`src/rtl/neuron_seq_ctrl.sv`:
```
// Sequencer for one integrate-and-fire neuron: loads the membrane voltage, streams operand sets,
// waits out the neuron latency, strobes output_en, captures the results and counts spikes.
module neuron_seq_ctrl #(
  parameter int unsigned CNT_W      = 8,
  parameter int unsigned NEURON_LAT = 1,
  parameter int unsigned OUT_LAT    = 1
) (
  input  logic             clk,
  input  logic             rst_n,
  input  logic             start,
  input  logic             abort,
  input  logic             mode,
  input  logic [CNT_W-1:0] num_pairs,
  input  logic [15:0]      init_vol,
  output logic             busy,
  output logic             done,
  input  logic             s_valid,
  output logic             s_ready,
  input  logic [7:0]       s_act,
  input  logic [7:0]       s_wgt,
  input  logic [15:0]      s_diff,
  output logic [7:0]       n_activation,
  output logic [7:0]       n_weight,
  output logic [15:0]      n_input_mem_vol,
  output logic [15:0]      n_mem_vol_diff,
  output logic             n_load_en,
  output logic             n_arithm,
  output logic             n_input_valid,
  output logic             n_output_en,
  input  logic [15:0]      n_out_mem_vol,
  input  logic [15:0]      n_post_mem_vol_diff,
  input  logic             n_spike_out,
  output logic             res_valid,
  output logic [15:0]      res_mem_vol,
  output logic [15:0]      res_vol_diff,
  output logic             res_spike,
  output logic [15:0]      spike_cnt,
  input  logic             cnt_clr
);

  typedef enum logic [2:0] {
    StIdle, StLoad, StFeed, StDrain, StOuten, StWaitout, StCapt
  } state_e;

  // Delay reload values; the num_pairs=0 path spends its first latency cycle in LOAD.
  localparam logic [3:0] DrainLd     = 4'(NEURON_LAT - 1);
  localparam logic [3:0] DrainLdZero = (NEURON_LAT >= 2) ? 4'(NEURON_LAT - 2) : 4'd0;
  localparam logic [3:0] WaitLd      = (OUT_LAT >= 2) ? 4'(OUT_LAT - 2) : 4'd0;
  localparam logic [CNT_W-1:0] CntOne = CNT_W'(1);

  state_e           state_q;
  logic             mode_q;
  logic [CNT_W-1:0] np_q;
  logic [CNT_W-1:0] cnt_q;
  logic [3:0]       dly_q;
  logic             accept;

  assign s_ready = (state_q == StFeed) && (cnt_q < np_q) && !abort;
  assign accept  = s_valid && s_ready;

  always_ff @(posedge clk or negedge rst_n) begin
    if (!rst_n) begin
      state_q         <= StIdle;
      mode_q          <= 1'b0;
      np_q            <= '0;
      cnt_q           <= '0;
      dly_q           <= '0;
      busy            <= 1'b0;
      done            <= 1'b0;
      n_activation    <= '0;
      n_weight        <= '0;
      n_input_mem_vol <= '0;
      n_mem_vol_diff  <= '0;
      n_load_en       <= 1'b0;
      n_arithm        <= 1'b0;
      n_input_valid   <= 1'b0;
      n_output_en     <= 1'b0;
      res_valid       <= 1'b0;
      res_mem_vol     <= '0;
      res_vol_diff    <= '0;
      res_spike       <= 1'b0;
    end else begin
      n_load_en     <= 1'b0;
      n_input_valid <= 1'b0;
      n_output_en   <= 1'b0;
      res_valid     <= 1'b0;
      done          <= 1'b0;
      if (state_q != StIdle && abort) begin
        state_q  <= StIdle;
        busy     <= 1'b0;
        n_arithm <= 1'b0;
      end else begin
        case (state_q)
          StIdle: begin
            // done still high means this is the completion cycle; start waits one more cycle.
            if (start && !done) begin
              mode_q          <= mode;
              np_q            <= num_pairs;
              cnt_q           <= '0;
              n_input_mem_vol <= init_vol;
              n_load_en       <= 1'b1;
              n_arithm        <= mode;
              busy            <= 1'b1;
              state_q         <= StLoad;
            end
          end
          StLoad: begin
            if (np_q != '0) begin
              state_q <= StFeed;
            end else if (NEURON_LAT <= 1) begin
              state_q     <= StOuten;
              n_output_en <= 1'b1;
            end else begin
              state_q <= StDrain;
              dly_q   <= DrainLdZero;
            end
          end
          StFeed: begin
            if (accept) begin
              cnt_q          <= cnt_q + CntOne;
              n_input_valid  <= 1'b1;
              n_activation   <= s_act;
              n_weight       <= s_wgt;
              n_mem_vol_diff <= mode_q ? s_diff : 16'h0000;
              if (cnt_q + CntOne == np_q) begin
                state_q <= StDrain;
                dly_q   <= DrainLd;
              end
            end
          end
          StDrain: begin
            if (dly_q == 4'd0) begin
              state_q     <= StOuten;
              n_output_en <= 1'b1;
            end else begin
              dly_q <= dly_q - 4'd1;
            end
          end
          StOuten: begin
            if (OUT_LAT <= 1) begin
              state_q <= StCapt;
            end else begin
              state_q <= StWaitout;
              dly_q   <= WaitLd;
            end
          end
          StWaitout: begin
            if (dly_q == 4'd0) state_q <= StCapt;
            else dly_q <= dly_q - 4'd1;
          end
          StCapt: begin
            res_mem_vol  <= n_out_mem_vol;
            res_vol_diff <= n_post_mem_vol_diff;
            res_spike    <= n_spike_out;
            res_valid    <= 1'b1;
            done         <= 1'b1;
            busy         <= 1'b0;
            n_arithm     <= 1'b0;
            state_q      <= StIdle;
          end
          default: state_q <= StIdle;
        endcase
      end
    end
  end

  always_ff @(posedge clk or negedge rst_n) begin
    if (!rst_n) begin
      spike_cnt <= '0;
    end else if (cnt_clr) begin
      spike_cnt <= '0;
    end else if (state_q == StCapt && !abort && n_spike_out && spike_cnt != 16'hFFFF) begin
      spike_cnt <= spike_cnt + 16'd1;
    end
  end

endmodule

```
`config.mk`:
```
export PLATFORM = sky130hd
export DESIGN_NAME = neuron_seq_ctrl
export DESIGN_NICKNAME = d
export VERILOG_FILES = /design/src/rtl/neuron_seq_ctrl.sv
export SDC_FILE = /design/constraint.sdc
export NUM_CORES = 1
export LEC_CHECK = 0
export CAP_MARGIN = 20
export CORE_ASPECT_RATIO = 1.75
export CORE_MARGIN = 2
export CORE_UTILIZATION = 45
export CTS_CLUSTER_DIAMETER = 150
export CTS_CLUSTER_SIZE = 24
export DETAILED_ROUTE_END_ITERATION = 6
export HOLD_SLACK_MARGIN = 0.06
export PLACE_DENSITY_LB_ADDON = 0.15
export RECOVER_POWER = 50
export SYNTH_ARGS = -nofsm -noshare
export SYNTH_HDL_FRONTEND = slang
export SYNTH_SLANG_ARGS = --single-unit
```
`constraint.sdc`:
```
create_clock -name clk -period 2.85 [get_ports clk]
set_input_delay 0.4275 -clock clk [delete_from_list [all_inputs] [get_ports clk]]
set_output_delay 0.4275 -clock clk [all_outputs]
set_load 0.02 [all_outputs]
```
* After elaboration in Yosys (flattened, before gate mapping)
Index checks and enable logic that the tools add are counted.
** Operators by class
- Add/subtract/negate cells :: 3
- $lt $le $gt $ge :: 1
- Equal/unequal tests :: 17
- Mux-type cells :: 36
- Bitwise operators :: 1
- Reduce and logical (&&, ||, !) cells :: 26
** Operators with widths (number)
- 16-bit two-way mux :: 3
- 3-bit two-way mux :: 7
- 3-bit one-hot mux with 6 select lines :: 1
- 16-bit by 1-bit adder with 16-bit output, second input constant :: 1
- 8-bit two-way mux :: 2
- 16-bit != test, second input constant :: 1
- 8-bit one-hot mux with 2 select lines :: 1
- 1-bit two-way mux :: 15
- 4-bit two-way mux :: 3
- 5-bit AND reduction :: 2
- 3-bit == test, second input constant :: 3
- 3-bit != test, second input constant :: 3
- 8-bit by 1-bit adder with 8-bit output, second input constant :: 1
- 8-bit == test :: 1
- 1-bit logical AND :: 8
- 8-bit < comparator :: 1
- 4-bit one-hot mux with 2 select lines :: 1
- 8-bit nonzero test :: 1
- 3-bit by 2-bit == test with 1-bit output, second input constant :: 2
- 2-bit != test, second input constant :: 3
- 1-bit one-hot mux with 2 select lines :: 3
- 3-bit AND reduction :: 2
- 2-bit nonzero test :: 3
- 3-bit nonzero test :: 2
- 12 further kinds :: 14
** Word-level totals
- Register bits :: 127
- Input bits :: 96
- Output and inout bits :: 105
- Word-level logic and storage cells :: 103

* Longest topological paths before layout
Gate-level depths: netlist of run 1.
- Depth in word-level cells :: 7
- Depth in mapped cells :: 12

* Worst setup path after synthesis of run 1
Ideal clock, no wire load.
- Path type :: input -> register
- Start :: input port abort
- End :: register spike_cnt[10]
- Data arrival time :: 1.953 ns
- Path slack :: 0.765 ns
- Cell stages on the path :: 8
- Path buffers :: 2
- Path through :: clkbuf_1 -> nor4bb_1 -> buf_2 -> nand2_1 -> nor4_1 -> nand4_1 -> xor2_1 -> nor2_1
** Between the ends
- Cells in the longest elaborated chain, start to end :: 5
** RTL lines
- start: declaration :: line 11 : input logic abort,
- 1-bit zero test :: line 172 : end else if (state_q == StCapt && !abort && n_spike_out && spike_cnt != 16'hFFFF) begin
- 1-bit logical AND (3 in a row) :: line 172
- 2-bit nonzero test (no source line)
- end signal: assignment :: line 173 : spike_cnt <= spike_cnt + 16'd1;
- end: declaration :: line 37 : output logic [15:0] spike_cnt,
Every way passes these cells.
A chain may end at the register's enable or synchronous reset.

* Worst setup path after layout of run 1
- Start :: register np_q[1]
- End :: output port s_ready
** Between the ends
- Cells in the longest elaborated chain, start to end :: 3
** RTL lines
- start: declaration :: line 53 : logic [CNT_W-1:0] np_q;
- start signal: assignment :: line 98 : np_q <= num_pairs;
- 8-bit < comparator :: line 58 : assign s_ready = (state_q == StFeed) && (cnt_q < np_q) && !abort;
- 1-bit logical AND (2 in a row) :: line 58
- end: declaration :: line 18 : output logic s_ready,
Every way passes these cells.

==> results by group, run 1 <==
Timing
  • Slew HR: 36.1%
  • Peak clock frequency supported by timing: 379 MHz
  • Count of final setup violators: 0
  • Max-slew violation count: 0
  • Setup skew after layout: 0.0154 ns
  • Crit share post-route: 92.6%
  • RSZ-0062 raised after global routing: no
  • Number of failing hold endpoints at the final stage: 0
  • Transition at the pin with the smallest max-transition slack: 0.959 ns
  • Setup Total Neg Slack: 0 ns
  • Min Clock Period, post-route: 2.64 ns

Route
  • Post-route antenna net violation count: 0
  • Starting DRT DRC Count: 220
  • Via Count: 4735
  • Initial DRT Pass Iterations: 4
  • Via count normalized by instance count: 5.06
  • Routed length per instance: 15.8 µm
  • Remaining DRCs: 0
  • Drt total wl: 14.8 mm

Floorplan
  • DIE AREA: 0.0134 mm²
  • Core Footprint: 0.0124 mm²
  • Number of I/O pins: 201
  • Initial Util: 45.5%
  • Vertical die dimension: 152 µm
  • Cell row count: 54
  • Die width: 88.5 µm

Critical path
  • Worst setup path endpoint: s_ready
  • Terminus of the critical flop-to-flop path: cnt_q[5]$_DFFE_PN0P_
  • Launch instance of the worst register-to-register path: state_q[1]$_DFFE_PN0P_
  • WP data arrival: 2.21 ns
  • Delay of the slowest cell on the worst path: 0.38 ns
  • Cell Chain, Critical Path: inv_1 -> ha_1 -> nor2b_1 -> o211ai_1 -> a21oi_1 -> nor2_1 -> and2_1 -> dlygate4sd2_1
  • Register-to-Register Setup Slack: 0.54 ns
  • Startpoint-to-endpoint class of the critical path: reg -> out
  • Worst EP required: 2.42 ns
  • Slowest cell on the critical path: sky130_fd_sc_hd__dfrtp_1
  • Origin of the worst setup path: np_q[1]$_DFFE_PN0P_
  • Category of the worst setup path capture point: primary output
  • Depth of the worst register-to-register path: 7
  • Critical Path Fanout Max: 3
  • Critical path startpoint category: flip-flop

Run
  • Total of max-cap violations: 0

Cells and area
  • Fill cell count: 969
  • End-of-flow core utilization: 67.8%
  • Ratio of cells with drive above 1 in the final layout: 10.6%
  • Antenna cell count: 0
  • Layout Area Growth over Synthesis: 49.2%
  • Post-layout nets: 863

Synthesis
  • Per-instance average area after synthesis: 10.1 µm²
  • Sequential fraction of the synthesis area: 56.5%
  • Leading cell types by total area after synthesis: sky130_fd_sc_hd__dfrtp_1 (57%), sky130_fd_sc_hd__nand2_1 (11%), sky130_fd_sc_hd__mux2_2 (6.4%)
  • Number of unique standard cell types used by synthesis: 50
  • Total nets after synthesis: 661
  • Synth Warn #: 0
  • Top-area cell type share of the netlist area: 56.5%
  • Most frequent cells after synthesis: sky130_fd_sc_hd__nand2_1 (162), sky130_fd_sc_hd__dfrtp_1 (127), sky130_fd_sc_hd__mux2_2 (32), sky130_fd_sc_hd__nor2_1 (28), sky130_fd_sc_hd__nand3_1 (27)
  • Primary FF master, synth: sky130_fd_sc_hd__dfrtp_1
  • Largest area contributor in the synthesized netlist: sky130_fd_sc_hd__dfrtp_1
  • Post-synthesis cell count: 554
  • Cell area after synthesis: 0.00562 mm²
  • Count leader, synth: sky130_fd_sc_hd__nand2_1
  • Number of enable flip-flop cells after synthesis: 0
  • Ys async rst share: 100%
  • Number of flip-flops and latches in the synthesized netlist: 127

Global routing
  • Number of antenna violations at the first check in global routing: 0
  • Wire length of the first global-routing pass: 24.8 mm
  • Vias in the first global route: 5095
  • Overall track demand over capacity in global routing: 23.7%
  • Final global-route overflow total: 0
  • Maximum number of pins on one net before global-route repair: 53

Clock tree
  • Maximum level of the CTS H-tree: 4
  • Clock root buffer: sky130_fd_sc_hd__clkbuf_16
  • Post CTS Setup Buffer Count: 0
  • Number of buffers added by the clock tree synthesis step: 17
  • Worst-path clk slew: 0.05 ns
  • Sinks on Clock Net: 127
  • Max clock buf depth: 2
  • Clock tree from TritonCTS: done
  • Worst-skew pair later-pin latency: 0.42 ns

Hold path
  • Hold Path Class: reg -> reg
  • Min-Delay Path Depth: 2

Place
  • Routability Congestion: 0.804
  • Placed wire-length estimate: 10.8 mm
  • IO Port Bufs: 200

Power and ir drop
  • Largest vdd supply drop: 0.529 mV
  • Standby leakage power: 4.01 nW
  • Power density relative to cell area: 881 mW/mm²

Run status
  • Status: finished clean
cells in the final DEF (no fill, tap or decap), types with 4 or more instances in the layout:
cell and count:
sky130_fd_sc_hd__ha_1 11, sky130_fd_sc_hd__nor4_1 4, sky130_fd_sc_hd__clkinv_2 4, sky130_fd_sc_hd__dlygate4sd3_1 50, sky130_fd_sc_hd__nand2_1 162, sky130_fd_sc_hd__nor2_1 28
sky130_fd_sc_hd__nand3_1 27, sky130_fd_sc_hd__inv_1 16, sky130_fd_sc_hd__nand4_1 6, sky130_fd_sc_hd__and3_1 7, sky130_fd_sc_hd__dfrtp_1 127, sky130_fd_sc_hd__clkdlybuf4s50_1 149
sky130_fd_sc_hd__a21oi_1 7, sky130_fd_sc_hd__o21ai_0 20, sky130_fd_sc_hd__clkbuf_16 17, sky130_fd_sc_hd__nor3_1 4, sky130_fd_sc_hd__mux2_2 32, sky130_fd_sc_hd__buf_4 5
sky130_fd_sc_hd__xnor2_1 12, sky130_fd_sc_hd__xor2_1 15, sky130_fd_sc_hd__nor2b_1 4
layout make-up:
type                       count  area, µm²  share of cell area, %
inverter                      17       63.8                  0.761
timing repair buffer         210       2080                   24.8
sequential                   127       3180                   37.9
multi-input combinational    383       2270                   27.0
clock inverter                 7        110                   1.31
tap                          168        210                   2.51
clock buffer                  23        478                   5.70
stage by stage:
stage,worst slack (ns),power (mW),hold WS [ns],area [µm²],cells
after floorplan,0.765,4.04,0.132,5620,554
after global placement,0.332,5.25,0.425,7810,904
after detailed placement,0.293,5.36,0.433,7810,904
after CTS,0.204,7.56,0.467,8410,935
after global routing,0.0308,7.84,0.478,8390,935
final,0.211,7.39,0.455,8390,935
repair_timing:
| item | in CTS | in global routing |
|---|---|---|
| hold endpoints to repair | 36 | 0 |
| resized for setup | 1 | 0 |
| endpoints found under the setup margin | 1 | 0 |
| hold buffers | 1 | 0 |
registers in the layout, indices dropped and copies added (netlist names):
name	cells
n_input_mem_vol	16
n_mem_vol_diff	16
res_mem_vol	16
res_vol_diff	16
spike_cnt	16
cnt_q	8
n_activation	8
n_weight	8
np_q	8
dly_q	4
state_q	3
busy	1
mode_q	1
n_arithm	1
n_input_valid	1
n_load_en	1
n_output_en	1
res_spike	1
res_valid	1
critical path, delay by kind of cell (launching register included):
kind                       cells  cell delay [ns]
AOI/OAI and AO/OA              2             0.27
adders and majority gates      1             0.28
buffers and inverters          2             0.42
DFF                            1             0.38
and+or+nand+nor                3             0.46
report_power, final:
group / switching [mW] / leakage, nW / internal (mW) / total (mW)
clock: 0.732 / 0.293 / 1.43 / 2.16
combinational: 1.41 / 2.05 / 1.17 / 2.58
sequential: 0.356 / 1.66 / 2.30 / 2.65
worst min path at each step:
stage,endpoint,start,slack (ns)
after floorplan,busy$_DFFE_PN0P_,rst_n,0.13
after CTS,n_mem_vol_diff[9]$_DFFE_PN0P_,n_mem_vol_diff[9]$_DFFE_PN0P_,0.47
after detailed placement,n_activation[2]$_DFFE_PN0P_,rst_n,0.43
final,n_mem_vol_diff[13]$_DFFE_PN0P_,n_mem_vol_diff[13]$_DFFE_PN0P_,0.46
after global placement,n_activation[3]$_DFFE_PN0P_,rst_n,0.43
after global routing,n_mem_vol_diff[13]$_DFFE_PN0P_,n_mem_vol_diff[13]$_DFFE_PN0P_,0.48
metal layers:
metal | vias up | wire length [µm] | global-route usage (%)
li1 | 2256 | - | -
met1 | 2284 | 5530 | 26.6
met2 | 166 | 7730 | 39.5
met3 | 29 | 1100 | 8.80
met4 | 0 | 409 | 10.3
met5 | - | 0 | 0
logic make-up (layout without fill, tap and decap cells):
logic type / count (synthesis) / count (layout) / synth area share [%]
flops: 127 / 127 / 56.5
fa+ha+maj: 11 / 11 / 2.45
mux: 34 / 34 / 6.76
simple gates: 262 / 262 / 20.6
buf+inv: 44 / 257 / 3.45
xor+xnor: 27 / 27 / 4.21
compound gates: 49 / 49 / 5.96
Power figures use the tool's default switching activity.
==> run 2: changes to the inputs <==
--- a/config.mk
+++ b/config.mk
@@ -12,6 +12,7 @@
 export CTS_CLUSTER_DIAMETER = 150
 export CTS_CLUSTER_SIZE = 24
 export DETAILED_ROUTE_END_ITERATION = 6
+export GPL_TIMING_DRIVEN = 0
 export HOLD_SLACK_MARGIN = 0.06
 export PLACE_DENSITY_LB_ADDON = 0.15
 export RECOVER_POWER = 50
==> run 2 against run 1 <==
Utilization is 0.19 points higher; cell area up 0.28%; register-to-register slack worse by 0.21 ns; sequential share of layout area decreased by 0.11 points; largest power group unchanged; power fell by 1.8%.
==> results by group, run 2 (synthesized netlist as in run 1, its figures left out) <==
Run status
  • Status: finished clean

Route
  • Initial DRT Pass Iterations: 4
  • Routed length per instance: 15.5 µm
  • Via Count: 4756
  • Post-route antenna net violation count: 0
  • Starting DRT DRC Count: 118
  • Drt total wl: 14.8 mm
  • Via count normalized by instance count: 4.99
  • Remaining DRCs: 0

Run
  • Total of max-cap violations: 0

Timing
  • Slew HR: 10.3%
  • Peak clock frequency supported by timing: 372 MHz
  • Crit share post-route: 94.4%
  • Min Clock Period, post-route: 2.69 ns
  • Worst hold-check slack: 0.338 ns
  • RSZ-0062 raised after global routing: no
  • Number of failing hold endpoints at the final stage: 0
  • Max-slew violation count: 0
  • Setup skew after layout: 0.00917 ns
  • Count of final setup violators: 0
  • Transition at the pin with the smallest max-transition slack: 1.35 ns

Place
  • Routability Congestion: 0.821
  • Placed wire-length estimate: 11.0 mm
  • Standard cell area after detailed placement: 0.00784 mm²
  • IO Port Bufs: 198

Cells and area
  • Area occupied by multi-input gates: 0.00225 mm²
  • Register Area: 0.00318 mm²
  • Ratio of cells with drive above 1 in the final layout: 11.3%
  • Post-route cell area: 0.00841 mm²
  • Most frequent cells in the layout: sky130_fd_sc_hd__nand2_1 (162), sky130_fd_sc_hd__clkdlybuf4s50_1 (150), sky130_fd_sc_hd__dfrtp_1 (127), sky130_fd_sc_hd__dlygate4sd3_1 (47), sky130_fd_sc_hd__mux2_2 (32)
  • Most common cell after layout, fill and taps aside: sky130_fd_sc_hd__nand2_1
  • Layout Area Growth over Synthesis: 49.6%
  • Post-layout nets: 880
  • Fill cell count: 992
  • Antenna cell count: 0

Critical path
  • Delay of the slowest cell on the worst path: 0.40 ns
  • Critical path startpoint category: flip-flop
  • Startpoint-to-endpoint class of the critical path: reg -> out
  • Cell Chain, Critical Path: inv_1 -> ha_1 -> nor2b_1 -> o211ai_1 -> a21oi_1 -> nor2_1 -> and2_1 -> clkdlybuf4s15_1
  • Launch instance of the worst register-to-register path: state_q[1]$_DFFE_PN0P_
  • Slowest cell on the critical path: sky130_fd_sc_hd__dfrtp_1
  • Worst EP required: 2.42 ns
  • WP data arrival: 2.26 ns
  • Category of the worst setup path capture point: primary output
  • Critical Path Fanout Max: 3
  • Terminus of the critical flop-to-flop path: spike_cnt[14]$_DFFE_PN0P_
  • Depth of the worst register-to-register path: 8
  • Register-to-Register Setup Slack: 0.33 ns

Global routing
  • Vias in the first global route: 5026
  • Met3 Resource Use GR: 8.75%
  • Most heavily used metal layer in global routing: met2
  • Number of antenna violations at the first check in global routing: 0
  • GR Util met2: 40.7%
  • Maximum number of pins on one net before global-route repair: 78
  • Overall track demand over capacity in global routing: 23.2%
  • Final global-route overflow total: 0
  • Global Route met1 Usage: 24.4%
  • Wire length of the first global-routing pass: 24.3 mm

Hold path
  • Min-Delay Path Depth: 2
  • Hold Path Class: in -> reg
  • Startpoint of the lowest-slack hold path: cnt_clr
  • Worst Hold Endpoint: spike_cnt[0]$_DFFE_PN0P_

Clock tree
  • Worst-skew pair later-pin latency: 0.41 ns
  • Clock root buffer: sky130_fd_sc_hd__clkbuf_16
  • Number of buffers added by the clock tree synthesis step: 17
  • Maximum level of the CTS H-tree: 4
  • Worst-path clk slew: 0.06 ns
  • Post CTS Setup Buffer Count: 0
  • Max clock buf depth: 2
  • Clock tree from TritonCTS: done
  • Sinks on Clock Net: 127

Power and ir drop
  • Switching share of total power: 35.8%
  • Switching Power: 2.59 mW
  • Internal Power: 4.66 mW
  • Power, Total: 7.26 mW
  • Power density relative to cell area: 863 mW/mm²
  • Largest vdd supply drop: 0.527 mV
  • Part of the power in combinational logic: 35.8%
  • Standby leakage power: 3.99 nW
  • Power share of the sequential group: 35.8%
  • Part of the total power dissipated in the clock network: 28.4%

Floorplan
  • Die width: 88.5 µm
  • DIE AREA: 0.0134 mm²
  • Cell row count: 54
  • Number of I/O pins: 201
  • Vertical die dimension: 152 µm
  • Core Footprint: 0.0124 mm²
  • Initial Util: 45.5%
[run 2: cell count changes in the layout (fill, tap and decap cells not counted), moves of 2 or more]
cell	before	now
sky130_fd_sc_hd__clkbuf_1	3	11
sky130_fd_sc_hd__clkinv_2	4	2
sky130_fd_sc_hd__bufinv_16	3	1
sky130_fd_sc_hd__inv_6	0	3
sky130_fd_sc_hd__clkbuf_2	3	1
sky130_fd_sc_hd__clkbuf_8	3	0
sky130_fd_sc_hd__buf_1	0	4
sky130_fd_sc_hd__dlygate4sd3_1	50	47
sky130_fd_sc_hd__clkinvlp_4	0	5
sky130_fd_sc_hd__clkinv_4	0	4
sky130_fd_sc_hd__buf_2	0	7
[run 2: power groups by stage]
stage / registers (mW) / clock network [mW] / logic, mW
finish: 2.60 / 2.06 / 2.60
global route: 2.66 / 2.19 / 2.85
CTS: 2.61 / 2.10 / 2.71
detailed placement: 2.64 / 0 / 2.70
global placement: 2.61 / 0 / 2.62
floorplan: 3.07 / 0 / 0.965
[run 2: worst max-delay path, delay by kind of cell (launching register included)]
kind	cells	cell delay (ns)
and+or+nand+nor	3	0.45
buffers and inverters	2	0.39
adders and majority gates	1	0.28
AOI/OAI and AO/OA	2	0.32
DFF	1	0.40
[run 2: repair_timing]
item                                    4_1_cts  5_1_grt
endpoints found under the setup margin        1        1
resized for setup                             1        1
cloned                                        0        0
endpoints found under the hold margin        50        0
hold buffers                                  1        0
[run 2: worst max path at each step]
stage / start / to
6_report: np_q[1]$_DFFE_PN0P_ / s_ready
5_1_grt: np_q[1]$_DFFE_PN0P_ / s_ready
4_1_cts: np_q[1]$_DFFE_PN0P_ / s_ready
3_5_place_dp: np_q[1]$_DFFE_PN0P_ / s_ready
3_3_place_gp: rst_n / spike_cnt[0]$_DFFE_PN0P_
2_1_floorplan: abort / spike_cnt[10]$_DFFE_PN0P_
[run 2: routing by layer]
| layer | up-vias | part of all wire (%) |
|---|---|---|
| met1 | 2276 | 36 |
| met3 | 24 | 7.8 |
| met2 | 165 | 54 |
| met5 | - | 0 |
| met4 | 0 | 2.5 |
| li1 | 2291 | - |
[run 2: area by class of cell]
class	count	share of cell area [%]
sequential	127	37.8
buffer	27	1.53
tap	168	2.50
inverter	17	0.759
clock inverter	15	1.65
multi-input combinational	383	26.8
clock buffer	17	5.06
timing repair buffer	200	24.0
[run 2: metrics by stage]
| step | setup TNS, ns | setup slack, ns | cells | utilization [%] |
|---|---|---|---|---|
| global route | 0 | 0.000763 | 954 | 68.0 |
| detailed placement | 0 | 0.270 | 921 | 63.4 |
| floorplan | 0 | 0.765 | 554 | - |
| finish | 0 | 0.160 | 954 | 68.0 |
| global placement | -449.86 | -3.55 | 920 | 63.2 |
| CTS | 0 | 0.0907 | 954 | 68.1 |
==> run 3: changes to the inputs <==
--- a/config.mk
+++ b/config.mk
@@ -12,9 +12,9 @@
 export CTS_CLUSTER_DIAMETER = 150
 export CTS_CLUSTER_SIZE = 24
 export DETAILED_ROUTE_END_ITERATION = 6
-export GPL_TIMING_DRIVEN = 0
+export GPL_TIMING_DRIVEN = 1
 export HOLD_SLACK_MARGIN = 0.06
-export PLACE_DENSITY_LB_ADDON = 0.15
+export PLACE_DENSITY = 0.8
 export RECOVER_POWER = 50
 export SYNTH_ARGS = -nofsm -noshare
 export SYNTH_HDL_FRONTEND = slang
==> run 3 against run 2 <==
Routed wire length fell by 0.77%; power rose by 0.20%; highest routed layer unchanged; clock power barely moved; critical path type unchanged; critical endpoint unchanged; clock-buffer cell count rose by 5.
==> results by group, run 3 (synthesized netlist as in run 1, its figures left out) <==
Clock tree
  • Post CTS Setup Buffer Count: 0
  • Sinks on Clock Net: 127
  • Worst-skew pair later-pin latency: 0.41 ns
  • Worst-path clk slew: 0.06 ns
  • Clock root buffer: sky130_fd_sc_hd__clkbuf_16
  • Maximum level of the CTS H-tree: 4
  • Max clock buf depth: 2
  • Number of buffers added by the clock tree synthesis step: 17
  • Clock tree from TritonCTS: done

Critical path
  • Cell Chain, Critical Path: inv_1 -> ha_1 -> nor2b_1 -> o211ai_1 -> a21oi_1 -> nor2_1 -> and2_1 -> dlygate4sd2_1
  • Critical Path Fanout Max: 3
  • Critical path startpoint category: flip-flop
  • Slowest cell on the critical path: sky130_fd_sc_hd__dfrtp_1
  • Delay of the slowest cell on the worst path: 0.40 ns
  • Startpoint-to-endpoint class of the critical path: reg -> out
  • Category of the worst setup path capture point: primary output
  • WP data arrival: 2.30 ns
  • Worst EP required: 2.42 ns

Timing
  • Peak clock frequency supported by timing: 366 MHz
  • Count of final setup violators: 0
  • RSZ-0062 raised after global routing: no
  • Crit share post-route: 95.8%
  • Worst hold-check slack: 0.458 ns
  • Setup Total Neg Slack: 0 ns
  • Max-slew violation count: 0
  • Setup skew after layout: 0.00850 ns
  • Transition at the pin with the smallest max-transition slack: 1.03 ns
  • Number of failing hold endpoints at the final stage: 0
  • Min Clock Period, post-route: 2.73 ns
  • Slew HR: 31.2%

Place
  • IO Port Bufs: 200
  • Placed wire-length estimate: 10.8 mm
  • Routability Congestion: 0.932
  • Number of placed instances, taps included: 904

Run status
  • Status: finished clean

Route
  • Initial DRT Pass Iterations: 4
  • Remaining DRCs: 0
  • Via count normalized by instance count: 5.10
  • Drt total wl: 14.7 mm
  • Starting DRT DRC Count: 212
  • Post-route antenna net violation count: 0
  • Routed length per instance: 15.6 µm
  • Via Count: 4776

Global routing
  • Vias in the first global route: 5063
  • Maximum number of pins on one net before global-route repair: 57
  • Final global-route overflow total: 0
  • Number of antenna violations at the first check in global routing: 0
  • Wire length of the first global-routing pass: 23.9 mm
  • Overall track demand over capacity in global routing: 22.6%

Cells and area
  • Layout Area Growth over Synthesis: 48.5%
  • Most frequent cells in the layout: sky130_fd_sc_hd__nand2_1 (162), sky130_fd_sc_hd__clkdlybuf4s50_1 (157), sky130_fd_sc_hd__dfrtp_1 (127), sky130_fd_sc_hd__dlygate4sd3_1 (42), sky130_fd_sc_hd__mux2_2 (32)
  • Most common cell after layout, fill and taps aside: sky130_fd_sc_hd__nand2_1
  • End-of-flow core utilization: 67.5%
  • Ratio of cells with drive above 1 in the final layout: 10.7%
  • Post-layout nets: 863
  • Post-layout instance count excluding filler cells: 937
  • Fill cell count: 979
  • Antenna cell count: 0

Power and ir drop
  • Standby leakage power: 3.96 nW
  • Largest vdd supply drop: 0.495 mV
  • Power density relative to cell area: 871 mW/mm²

Floorplan
  • Die width: 88.5 µm
  • Initial Util: 45.5%
  • Core Footprint: 0.0124 mm²
  • Cell row count: 54
  • DIE AREA: 0.0134 mm²
  • Number of I/O pins: 201
  • Vertical die dimension: 152 µm

Hold path
  • Hold Path Class: reg -> reg

Run
  • Total of max-cap violations: 0
-- run 3: where the power goes --
| part | switching [mW] | total (mW) | internal, mW |
|---|---|---|---|
| clock network | 0.769 | 2.03 | 1.26 |
| logic | 1.41 | 2.57 | 1.17 |
| registers | 0.371 | 2.67 | 2.30 |
-- run 3: path summary, 6_finish.rpt --
path / end / slack, ns / start / cells after the start
setup / recovery: s_ready / 0.12 / np_q[1]$_DFFE_PN0P_ / 8
hold / removal: n_mem_vol_diff[14]$_DFFE_PN0P_ / 0.46 / n_mem_vol_diff[14]$_DFFE_PN0P_ / 2
setup reg to reg: np_q[1]$_DFFE_PN0P_ / 0.32 / state_q[1]$_DFFE_PN0P_ / 7
hold reg to reg: n_mem_vol_diff[14]$_DFFE_PN0P_ / 0.46 / n_mem_vol_diff[14]$_DFFE_PN0P_ / 2
max in group asynchronous: spike_cnt[1]$_DFFE_PN0P_ / 0.68 / rst_n / 3
min in group asynchronous: n_activation[1]$_DFFE_PN0P_ / 0.75 / rst_n / 2
-- run 3: repair_timing --
item                                    in CTS  in global routing
hold buffers                                 1                  0
resized for setup                            1                  0
endpoints found under the hold margin       39                  0
endpoints found under the setup margin       1                  0
-- run 3: area by class of cell --
cell class | instances | area [µm²] | area share (%)
inverter | 17 | 63.8 | 0.764
clock buffer | 22 | 474 | 5.68
multi-input combinational | 383 | 2270 | 27.1
timing repair buffer | 210 | 2070 | 24.8
tap | 168 | 210 | 2.52
clock inverter | 10 | 87.6 | 1.05
sequential | 127 | 3180 | 38.1
-- run 3: worst max-delay path: cells and delay by family (launching register included) --
family                     cells  cell delay, ns
and+or+nand+nor                3            0.43
DFF                            1            0.40
buffers and inverters          2            0.40
AOI/OAI and AO/OA              2            0.35
adders and majority gates      1            0.29
-- run 3: stage by stage --
stage	cell area, µm²	setup WS, ns	power (mW)
final	8350	0.120	7.27
after global routing	8350	0.0377	7.71
after CTS	8390	0.150	7.44
after detailed placement	7820	0.241	5.37
after global placement	7820	0.329	5.26
after floorplan	5620	0.765	4.04
-- run 3: layer usage --
metal	routed length [µm]	GRT usage, %	vias to the layer above
met1	5480	23.9	2325
met5	0	0	-
met2	7770	40.4	180
li1	-	-	2248
met4	296	8.30	0
met3	1100	7.50	23
